$ cat config.mk
export PLATFORM = sky130hd
export DESIGN_NAME = sap1_prog_loader
export DESIGN_NICKNAME = d
export VERILOG_FILES = /design/src/rtl/sap1_prog_loader.sv
export SDC_FILE = /design/constraint.sdc
export NUM_CORES = 1
export LEC_CHECK = 0
export CELL_PAD_IN_SITES_DETAIL_PLACEMENT = 0
export CELL_PAD_IN_SITES_GLOBAL_PLACEMENT = 1
export CORE_ASPECT_RATIO = 1.5
export CORE_MARGIN = 2
export CORE_UTILIZATION = 33
export CTS_CLUSTER_SIZE = 16
export DETAILED_ROUTE_END_ITERATION = 16
export GPL_ROUTABILITY_DRIVEN = 1
export HOLD_SLACK_MARGIN = 0.03
export PLACE_DENSITY = 0.8
export REMOVE_ABC_BUFFERS = 1
export SLEW_MARGIN = 0
export SYNTH_ARGS = -nofsm -noshare
export SYNTH_HDL_FRONTEND = slang
export SYNTH_SLANG_ARGS = --single-unit
$ cat constraint.sdc
create_clock -name clk -period 2.3 [get_ports clk]
set_clock_uncertainty 0.05 [all_clocks]
set_input_delay 0.69 -clock clk [delete_from_list [all_inputs] [get_ports clk]]
set_output_delay 0.69 -clock clk [all_outputs]
set_load 0.01 [all_outputs]
$ cat src/rtl/sap1_prog_loader.sv
// sap1_prog_loader: streams program words into the SAP-1 program SRAM and holds the CPU in reset
// until the load (and optional readback) completes. Define SAP1_LOADER_VERIFY_EN for checksum readback.
module sap1_prog_loader #(
    parameter int AW       = 5,
    parameter int DW       = 9,
    parameter int DEPTH    = 32,
    parameter int RST_HOLD = 4
) (
    input  logic          clk,
    input  logic          rst,
    input  logic          start,
    input  logic          in_valid,
    input  logic [DW-1:0] in_data,
    input  logic          in_last,
    output logic          in_ready,
    output logic          mem_we,
    output logic [AW-1:0] mem_addr,
    output logic [DW-1:0] mem_wdata,
    input  logic [DW-1:0] mem_rdata,
    output logic          cpu_rst,
    output logic          busy,
    output logic          done,
    output logic          err,
    output logic [AW:0]   word_count
);

    typedef enum logic [2:0] {
        S_IDLE   = 3'd0,
        S_LOAD   = 3'd1,
        S_VERIFY = 3'd2,
        S_HOLD   = 3'd3,
        S_RUN    = 3'd4
    } state_t;

    state_t        state_q, state_d;
    logic          last_q, last_d;
    logic [AW:0]   word_count_q, word_count_d;
    logic [3:0]    hold_cnt_q, hold_cnt_d;
    logic          mem_we_q, mem_we_d;
    logic [AW-1:0] mem_addr_q, mem_addr_d;
    logic [DW-1:0] mem_wdata_q, mem_wdata_d;
    logic          accept;

`ifdef SAP1_LOADER_VERIFY_EN
    logic          err_q, err_d;
    logic [DW-1:0] csum_q, csum_d;
    logic [DW-1:0] vsum_q, vsum_d;
    logic [AW:0]   vcnt_q, vcnt_d;
    logic [DW-1:0] vsum_next;

    assign vsum_next = vsum_q + mem_rdata;
    assign err       = err_q;
`else
    logic unused_rdata;

    assign unused_rdata = ^mem_rdata;
    assign err          = 1'b0;
`endif

    // last_q marks the write-drain cycle after the final word: no more words are taken,
    // and any readback starts only once that write has landed in the SRAM.
    assign in_ready   = (state_q == S_LOAD) && !last_q;
    assign accept     = in_ready && in_valid;
    assign mem_we     = mem_we_q;
    assign mem_addr   = mem_addr_q;
    assign mem_wdata  = mem_wdata_q;
    assign word_count = word_count_q;
    assign cpu_rst    = (state_q != S_RUN);
    assign done       = (state_q == S_RUN);
    assign busy       = (state_q != S_IDLE) && (state_q != S_RUN);

    always_comb begin
        state_d      = state_q;
        last_d       = last_q;
        word_count_d = word_count_q;
        hold_cnt_d   = hold_cnt_q;
        mem_we_d     = 1'b0;
        mem_addr_d   = mem_addr_q;
        mem_wdata_d  = mem_wdata_q;
`ifdef SAP1_LOADER_VERIFY_EN
        err_d        = err_q;
        csum_d       = csum_q;
        vsum_d       = vsum_q;
        vcnt_d       = vcnt_q;
`endif
        case (state_q)
            S_IDLE, S_RUN: begin
                if (start) begin
                    state_d      = S_LOAD;
                    last_d       = 1'b0;
                    word_count_d = '0;
`ifdef SAP1_LOADER_VERIFY_EN
                    err_d        = 1'b0;
                    csum_d       = '0;
`endif
                end
            end
            S_LOAD: begin
                if (accept) begin
                    mem_we_d     = 1'b1;
                    mem_addr_d   = word_count_q[AW-1:0];
                    mem_wdata_d  = in_data;
                    word_count_d = word_count_q + 1'b1;
`ifdef SAP1_LOADER_VERIFY_EN
                    csum_d       = csum_q + in_data;
`endif
                    if (in_last || (word_count_q == (AW+1)'(DEPTH - 1))) begin
                        last_d = 1'b1;
                    end
                end else if (last_q) begin
                    last_d     = 1'b0;
                    hold_cnt_d = '0;
`ifdef SAP1_LOADER_VERIFY_EN
                    state_d    = S_VERIFY;
                    mem_addr_d = '0;
                    vcnt_d     = '0;
                    vsum_d     = '0;
`else
                    state_d    = S_HOLD;
`endif
                end
            end
`ifdef SAP1_LOADER_VERIFY_EN
            // Cycle i presents address i; rdata seen in cycle i belongs to address i-1.
            S_VERIFY: begin
                vcnt_d = vcnt_q + 1'b1;
                if ((vcnt_q + 1'b1) < word_count_q) begin
                    mem_addr_d = mem_addr_q + 1'b1;
                end
                if (vcnt_q != '0) begin
                    vsum_d = vsum_next;
                end
                if (vcnt_q == word_count_q) begin
                    if (vsum_next != csum_q) begin
                        err_d = 1'b1;
                    end
                    state_d    = S_HOLD;
                    hold_cnt_d = '0;
                end
            end
`endif
            S_HOLD: begin
                if (hold_cnt_q == 4'(RST_HOLD - 1)) begin
                    state_d = S_RUN;
                end else begin
                    hold_cnt_d = hold_cnt_q + 1'b1;
                end
            end
            default: begin
                state_d = S_IDLE;
            end
        endcase
    end

    always_ff @(posedge clk) begin
        if (rst) begin
            state_q      <= S_IDLE;
            last_q       <= 1'b0;
            word_count_q <= '0;
            hold_cnt_q   <= '0;
            mem_we_q     <= 1'b0;
            mem_addr_q   <= '0;
            mem_wdata_q  <= '0;
`ifdef SAP1_LOADER_VERIFY_EN
            err_q        <= 1'b0;
            csum_q       <= '0;
            vsum_q       <= '0;
            vcnt_q       <= '0;
`endif
        end else begin
            state_q      <= state_d;
            last_q       <= last_d;
            word_count_q <= word_count_d;
            hold_cnt_q   <= hold_cnt_d;
            mem_we_q     <= mem_we_d;
            mem_addr_q   <= mem_addr_d;
            mem_wdata_q  <= mem_wdata_d;
`ifdef SAP1_LOADER_VERIFY_EN
            err_q        <= err_d;
            csum_q       <= csum_d;
            vsum_q       <= vsum_d;
            vcnt_q       <= vcnt_d;
`endif
        end
    end

endmodule

==> flow_metrics.env, run 1 <==
export IMPL_r2r_cells=5
export IMPL_place_hpwl_mm=2.229
export IMPL_cp_max_fo=6
export IMPL_first_pass_iters=4
export IMPL_initial_core_util_pct=33.72
export IMPL_final_util_pct=47.68
export IMPL_yosys_area_top_type="dfxtp_1"
export IMPL_multi_input_area_um2=660.6
export IMPL_finalCritPeriodShare_pct=93.98
export IMPL_finalHoldViolations=0
export IMPL_cts_htree_levels=2
export IMPL_stdcell_area_um2=1854
export IMPL_synthCells=157
export IMPL_synth_enable_flop_cells=0
export IMPL_dieHeight_um=81.20
export IMPL_fin_ws_ns=0.1385
export IMPL_cts_root_buf="clkbuf_8"
export IMPL_status="complete, no violations"
export IMPL_hold_path_depth=2
export IMPL_cts_buffer_depth=2
export IMPL_clk_latency_ns=0.27
export IMPL_power_density_nw_per_um2=641.7
export IMPL_rows=28
export IMPL_critical_path_required_ns=1.56
export IMPL_post_cts_repair_setup_buffers=0
export IMPL_grt_usage_pct=13.88
export IMPL_leakage_nw=0.7035
export IMPL_num_vias=1225
export IMPL_critPathKind="flop to output pin"
export IMPL_wire_per_inst_um=12.14
export IMPL_grt_max_degree=17
export IMPL_rsz0062_at_grt="no"
export IMPL_grt_pass1_vias=1131
export IMPL_post_place_ws_ns=0.03906
export IMPL_core_area_um2=3889
export IMPL_diodes=0
export IMPL_final_nets=226
export IMPL_drt_iter0_markers=24
export IMPL_numClockSinks=29
export IMPL_arrival_ns=1.42
export IMPL_ys_ff_latch=29
export IMPL_grt_pass1_wl_mm=4.926
export IMPL_ir_drop_mv=0.3261
export IMPL_cap_violations=0
export IMPL_setup_tns_final_ns=0
export IMPL_via_per_inst=4.960
export IMPL_setup_viol=0
export IMPL_finalWeightedCongestion=0.7897
export IMPL_totalWireLength_mm=2.998
export IMPL_ys_top_cells_by_area="dfxtp_1 (44%), nand2_1 (8.9%), a21oi_1 (7.6%)"
export IMPL_max_freq_mhz=462.6
export IMPL_antenna_left=0
export IMPL_die_w_um=55.47
export IMPL_area_growth_pct=41.41
export IMPL_synth_most_common_cell="nand2_1"
export IMPL_synth_common_cells="nand2_1 (31), dfxtp_1 (29), a21oi_1 (20)"
export IMPL_hold_path_class="flop to flop"
export IMPL_cp_end_kind="output pin"
export IMPL_syn_area_per_cell_um2=8.352
export IMPL_cts_buffers=5
export IMPL_netlist_area_um2=1311
export IMPL_worst_pin_slew_ns=0.5813
export IMPL_async_flop_share_pct=0
export IMPL_startpoint_type="flop"
export IMPL_io_pins=49
export IMPL_ff_latch_area_um2=580.6
export IMPL_clk_pin_slew_ns=0.06
export IMPL_synth_ff_type="dfxtp_1"
export IMPL_tritoncts="yes"
export IMPL_grt_overflow_total=0
export IMPL_fillers=403
export IMPL_synth_top_area_share_pct=44.27
export IMPL_slew_violations=0
export IMPL_die_area_um2=4504
export IMPL_drcViolationCount=0
export IMPL_final_layout_size_suffix_gt1_share_pct=11.88
export IMPL_antenna_found_initial=0
export IMPL_synth_cell_types=34
export IMPL_portBuffers=38
export IMPL_dpl_cell_area_um2=1753
export IMPL_period_minus_slack_ns=2.161
export IMPL_synth_warnings=0
export IMPL_max_slew_margin_pct=61.17
export IMPL_yosysSeqAreaShare_pct=44.27
==> cell families (layout without fill, tap and decap cells) <==
| kind of cell | count (synthesis) | after routing | share of synthesized area (%) |
|---|---|---|---|
| AND/OR/NAND/NOR | 75 | 75 | 30.82 |
| AO/OA/AOI/OAI | 36 | 36 | 16.60 |
| flip-flops | 29 | 29 | 44.28 |
| buffers and inverters | 13 | 58 | 5.343 |
| adder cells (fa/ha/maj) | 2 | 2 | 1.908 |
| other | 1 | 1 | 0.2860 |
| multiplexers | 1 | 1 | 0.7634 |
==> metrics by stage <==
stage	hold slack [ns]	total power [W]	instances
floorplan	0.4132	0.0006370	148
global placement	0.3911	0.0007469	239
detailed placement	0.3988	0.0007516	239
CTS	0.4073	0.001211	247
global route	0.4306	0.001253	247
finish	0.4054	0.001190	247
==> worst max-delay path, stage by stage, from the launching register on <==
cell and delay [ns]:
dfxtp_1 0.35, or2_2 0.31, clkdlybuf4s50_1 0.49
==> sequential cells by signal, indices dropped and copies added, names as in the netlist <==
| name | count |
|---|---|
| mem_we | 1 |
| state_q | 3 |
| mem_wdata | 9 |
| word_count | 6 |
| mem_addr | 5 |
| last_q | 1 |
| hold_cnt_q | 4 |
==> layout by cell type (no fill, tap or decap), drive strengths merged, types with 4 or more instances in the layout <==
cell,n
nand2,31
dfxtp,29
clkbuf,7
nor2,7
nor2b,4
o21ai,7
nand3,4
a21oi,20
buf,8
clkdlybuf4s50,35
inv,4
nor3,5
nand2b,7
==> repair_timing <==
| item | in CTS | in global routing |
|---|---|---|
| resized for setup | 2 | 1 |
| endpoints found under the setup margin | 2 | 1 |
| hold buffers | 0 | 0 |
| hold endpoints to repair | 0 | 0 |
==> final cells by class <==
type                            count  share of cell area (%)
Clock buffer                        7                   5.196
Tap cell                           45                   3.036
Inverter                            4                  0.8097
Sequential cell                    29                   31.31
Multi-Input combinational cell    115                   35.63
Clock inverter                      1                  0.2699
Timing Repair Buffer               46                   23.75
==> power by group <==
part	total [W]	internal [W]	switching (W)
Clock	0.000452	0.000270	0.000183
Combinational	0.000200	0.000102	0.0000983
Sequential	0.000537	0.000522	0.0000156
Total	0.00119	0.000893	0.000296
==> worst paths after layout <==
path / from / end / slack, ns
min reg2reg: mem_addr[4] / mem_addr[4] / 0.41
min: mem_addr[4] / mem_addr[4] / 0.41
max reg2reg: state_q[0] / word_count[2] / 0.64
max: state_q[0] / busy / 0.14
==> metal layers <==
metal,vias to the layer above,track usage [%],wire [um]
met2,37,25.48,1579
met4,0,7.317,54
met5,-,0,0
met1,559,14.01,1211
met3,5,4.299,153
li1,624,-,-
No activity file was read; power rests on OpenSTA's default activity.
==> run 2, diff against run 1 <==
--- a/config.mk
+++ b/config.mk
@@ -16,6 +16,7 @@
 export HOLD_SLACK_MARGIN = 0.03
 export PLACE_DENSITY = 0.8
 export REMOVE_ABC_BUFFERS = 1
+export SKIP_LAST_GASP = 1
 export SLEW_MARGIN = 0
 export SYNTH_ARGS = -nofsm -noshare
 export SYNTH_HDL_FRONTEND = slang
==> results of run 2 <==
Same layout as run 1: the final DEF is identical, and so are final timing and power.
==> run 3, diff against run 2 <==
--- a/config.mk
+++ b/config.mk
@@ -16,6 +16,7 @@
 export HOLD_SLACK_MARGIN = 0.03
 export PLACE_DENSITY = 0.8
 export REMOVE_ABC_BUFFERS = 1
+export SKIP_CTS_REPAIR_TIMING = 1
 export SKIP_LAST_GASP = 1
 export SLEW_MARGIN = 0
 export SYNTH_ARGS = -nofsm -noshare
==> flow_metrics.env, run 3 (same netlist as run 1, synthesis figures left out) <==
export IMPL_status="complete, no violations"
export IMPL_num_vias=1227
export IMPL_critPathKind="flop to output pin"
export IMPL_area_growth_pct=41.99
export IMPL_final_layout_size_suffix_gt1_share_pct=11.88
export IMPL_totalWireLength_mm=2.992
export IMPL_drt_iter0_markers=24
export IMPL_grt_max_degree=17
export IMPL_via_per_inst=4.968
export IMPL_die_w_um=55.47
export IMPL_largest_reg_flops=9
export IMPL_numClockSinks=29
export IMPL_rsz0062_at_grt="no"
export IMPL_worstPathCellList="or2_2 > clkdlybuf4s50_1"
export IMPL_arrival_ns=1.42
export IMPL_cap_violations=0
export IMPL_grt_overflow_total=0
export IMPL_wl_met2_mm=1.580
export IMPL_power_density_nw_per_um2=639.5
export IMPL_max_freq_mhz=462.7
export IMPL_antenna_left=0
export IMPL_final_nets=226
export IMPL_wl_met3_um=149
export IMPL_portBuffers=38
export IMPL_grt_usage_pct=13.88
export IMPL_core_area_um2=3889
export IMPL_finalCritPeriodShare_pct=93.97
export IMPL_cts_root_buf="clkbuf_8"
export IMPL_layout_cells_non_filler=247
export IMPL_mostFrequentLayoutCell="clkdlybuf4s50_1"
export IMPL_crit_slowest_cell="clkdlybuf4s50_1"
export IMPL_cp_end_kind="output pin"
export IMPL_setup_viol=0
export IMPL_critical_path_required_ns=1.56
export IMPL_grt_pass1_vias=1131
export IMPL_cts_htree_levels=2
export IMPL_dieHeight_um=81.20
export IMPL_initial_core_util_pct=33.72
export IMPL_setup_tns_final_ns=0
export IMPL_fillers=401
export IMPL_finalHoldViolations=0
export IMPL_worst_pin_slew_ns=0.5793
export IMPL_die_area_um2=4504
export IMPL_grt_pass1_wl_mm=4.926
export IMPL_place_hpwl_mm=2.229
export IMPL_cts_buffers=5
export IMPL_dpl_cell_count=239
export IMPL_clk_pin_slew_ns=0.06
export IMPL_wire_per_inst_um=12.11
export IMPL_tritoncts="yes"
export IMPL_ir_drop_mv=0.3260
export IMPL_hold_path_class="flop to flop"
export IMPL_io_pins=49
export IMPL_cp_max_fo=6
export IMPL_cts_buffer_depth=2
export IMPL_slew_violations=0
export IMPL_startpoint_type="flop"
export IMPL_drcViolationCount=0
export IMPL_rows=28
export IMPL_critPathMaxStageDelay_ns=0.49
export IMPL_finalWeightedCongestion=0.7897
export IMPL_wl_met1_mm=1.208
export IMPL_max_slew_margin_pct=61.30
export IMPL_period_minus_slack_ns=2.161
export IMPL_first_pass_iters=4
export IMPL_leakage_nw=0.7191
export IMPL_diodes=0
export IMPL_final_cell_mix="clkdlybuf4s50_1 (35), nand2_1 (31), dfxtp_1 (29), a21oi_1 (20), buf_4 (8)"
export IMPL_antenna_found_initial=0
export IMPL_topRoutingLayerUsed="met4"
export IMPL_clk_latency_ns=0.27
run 3: metal layers:
metal | GRT usage [%] | vias up
li1 | - | 624
met1 | 14.01 | 562
met2 | 25.48 | 36
met3 | 4.299 | 5
met4 | 7.317 | 0
met5 | 0 | -
run 3: worst paths after layout:
check | from | endpoint | slack (ns) | cells past startpoint
max | state_q[0] | busy | 0.14 | 2
min | mem_addr[4] | mem_addr[4] | 0.41 | 2
max reg2reg | state_q[0] | word_count[2] | 0.64 | 5
min reg2reg | mem_addr[4] | mem_addr[4] | 0.41 | 2
run 3: through the flow:
step	instance area (um2)	power (W)	worst slack, ns	hold slack [ns]	utilization [%]
3_3_place_gp	1753	0.0007469	0.1031	0.3911	45.08
5_1_grt	1862	0.001254	0.08836	0.4306	47.88
3_5_place_dp	1753	0.0007516	0.03906	0.3988	45.08
4_1_cts	1854	0.001212	-0.08419	0.4073	47.68
6_report	1862	0.001191	0.1387	0.4054	47.88
2_1_floorplan	1256	0.0006370	0.4670	0.4132	-
run 3: power breakdown:
group | leakage, nW | switching, W | internal, W
sequential | 0.235 | 0.0000156 | 0.000522
clock | 0.0542 | 0.000183 | 0.000270
combinational | 0.430 | 0.0000982 | 0.000103
total | 0.719 | 0.000296 | 0.000894
run 3: layout make-up:
class,instances,area [um2],area share (%)
multi-input cells,115,660.6,35.48
clock buffers,7,96.34,5.175
clock inverters,1,5.005,0.2688
well taps,45,56.30,3.024
inverters,4,15.01,0.8064
flip-flops and latches,29,580.6,31.18
repair buffers,46,447.9,24.06
run 3: worst max-delay path, delay by kind of cell, from the launching register on:
| family | cells | cell delay [ns] |
|---|---|---|
| buffers and inverters | 1 | 0.49 |
| flip-flops | 1 | 0.35 |
| AND/OR/NAND/NOR | 1 | 0.31 |
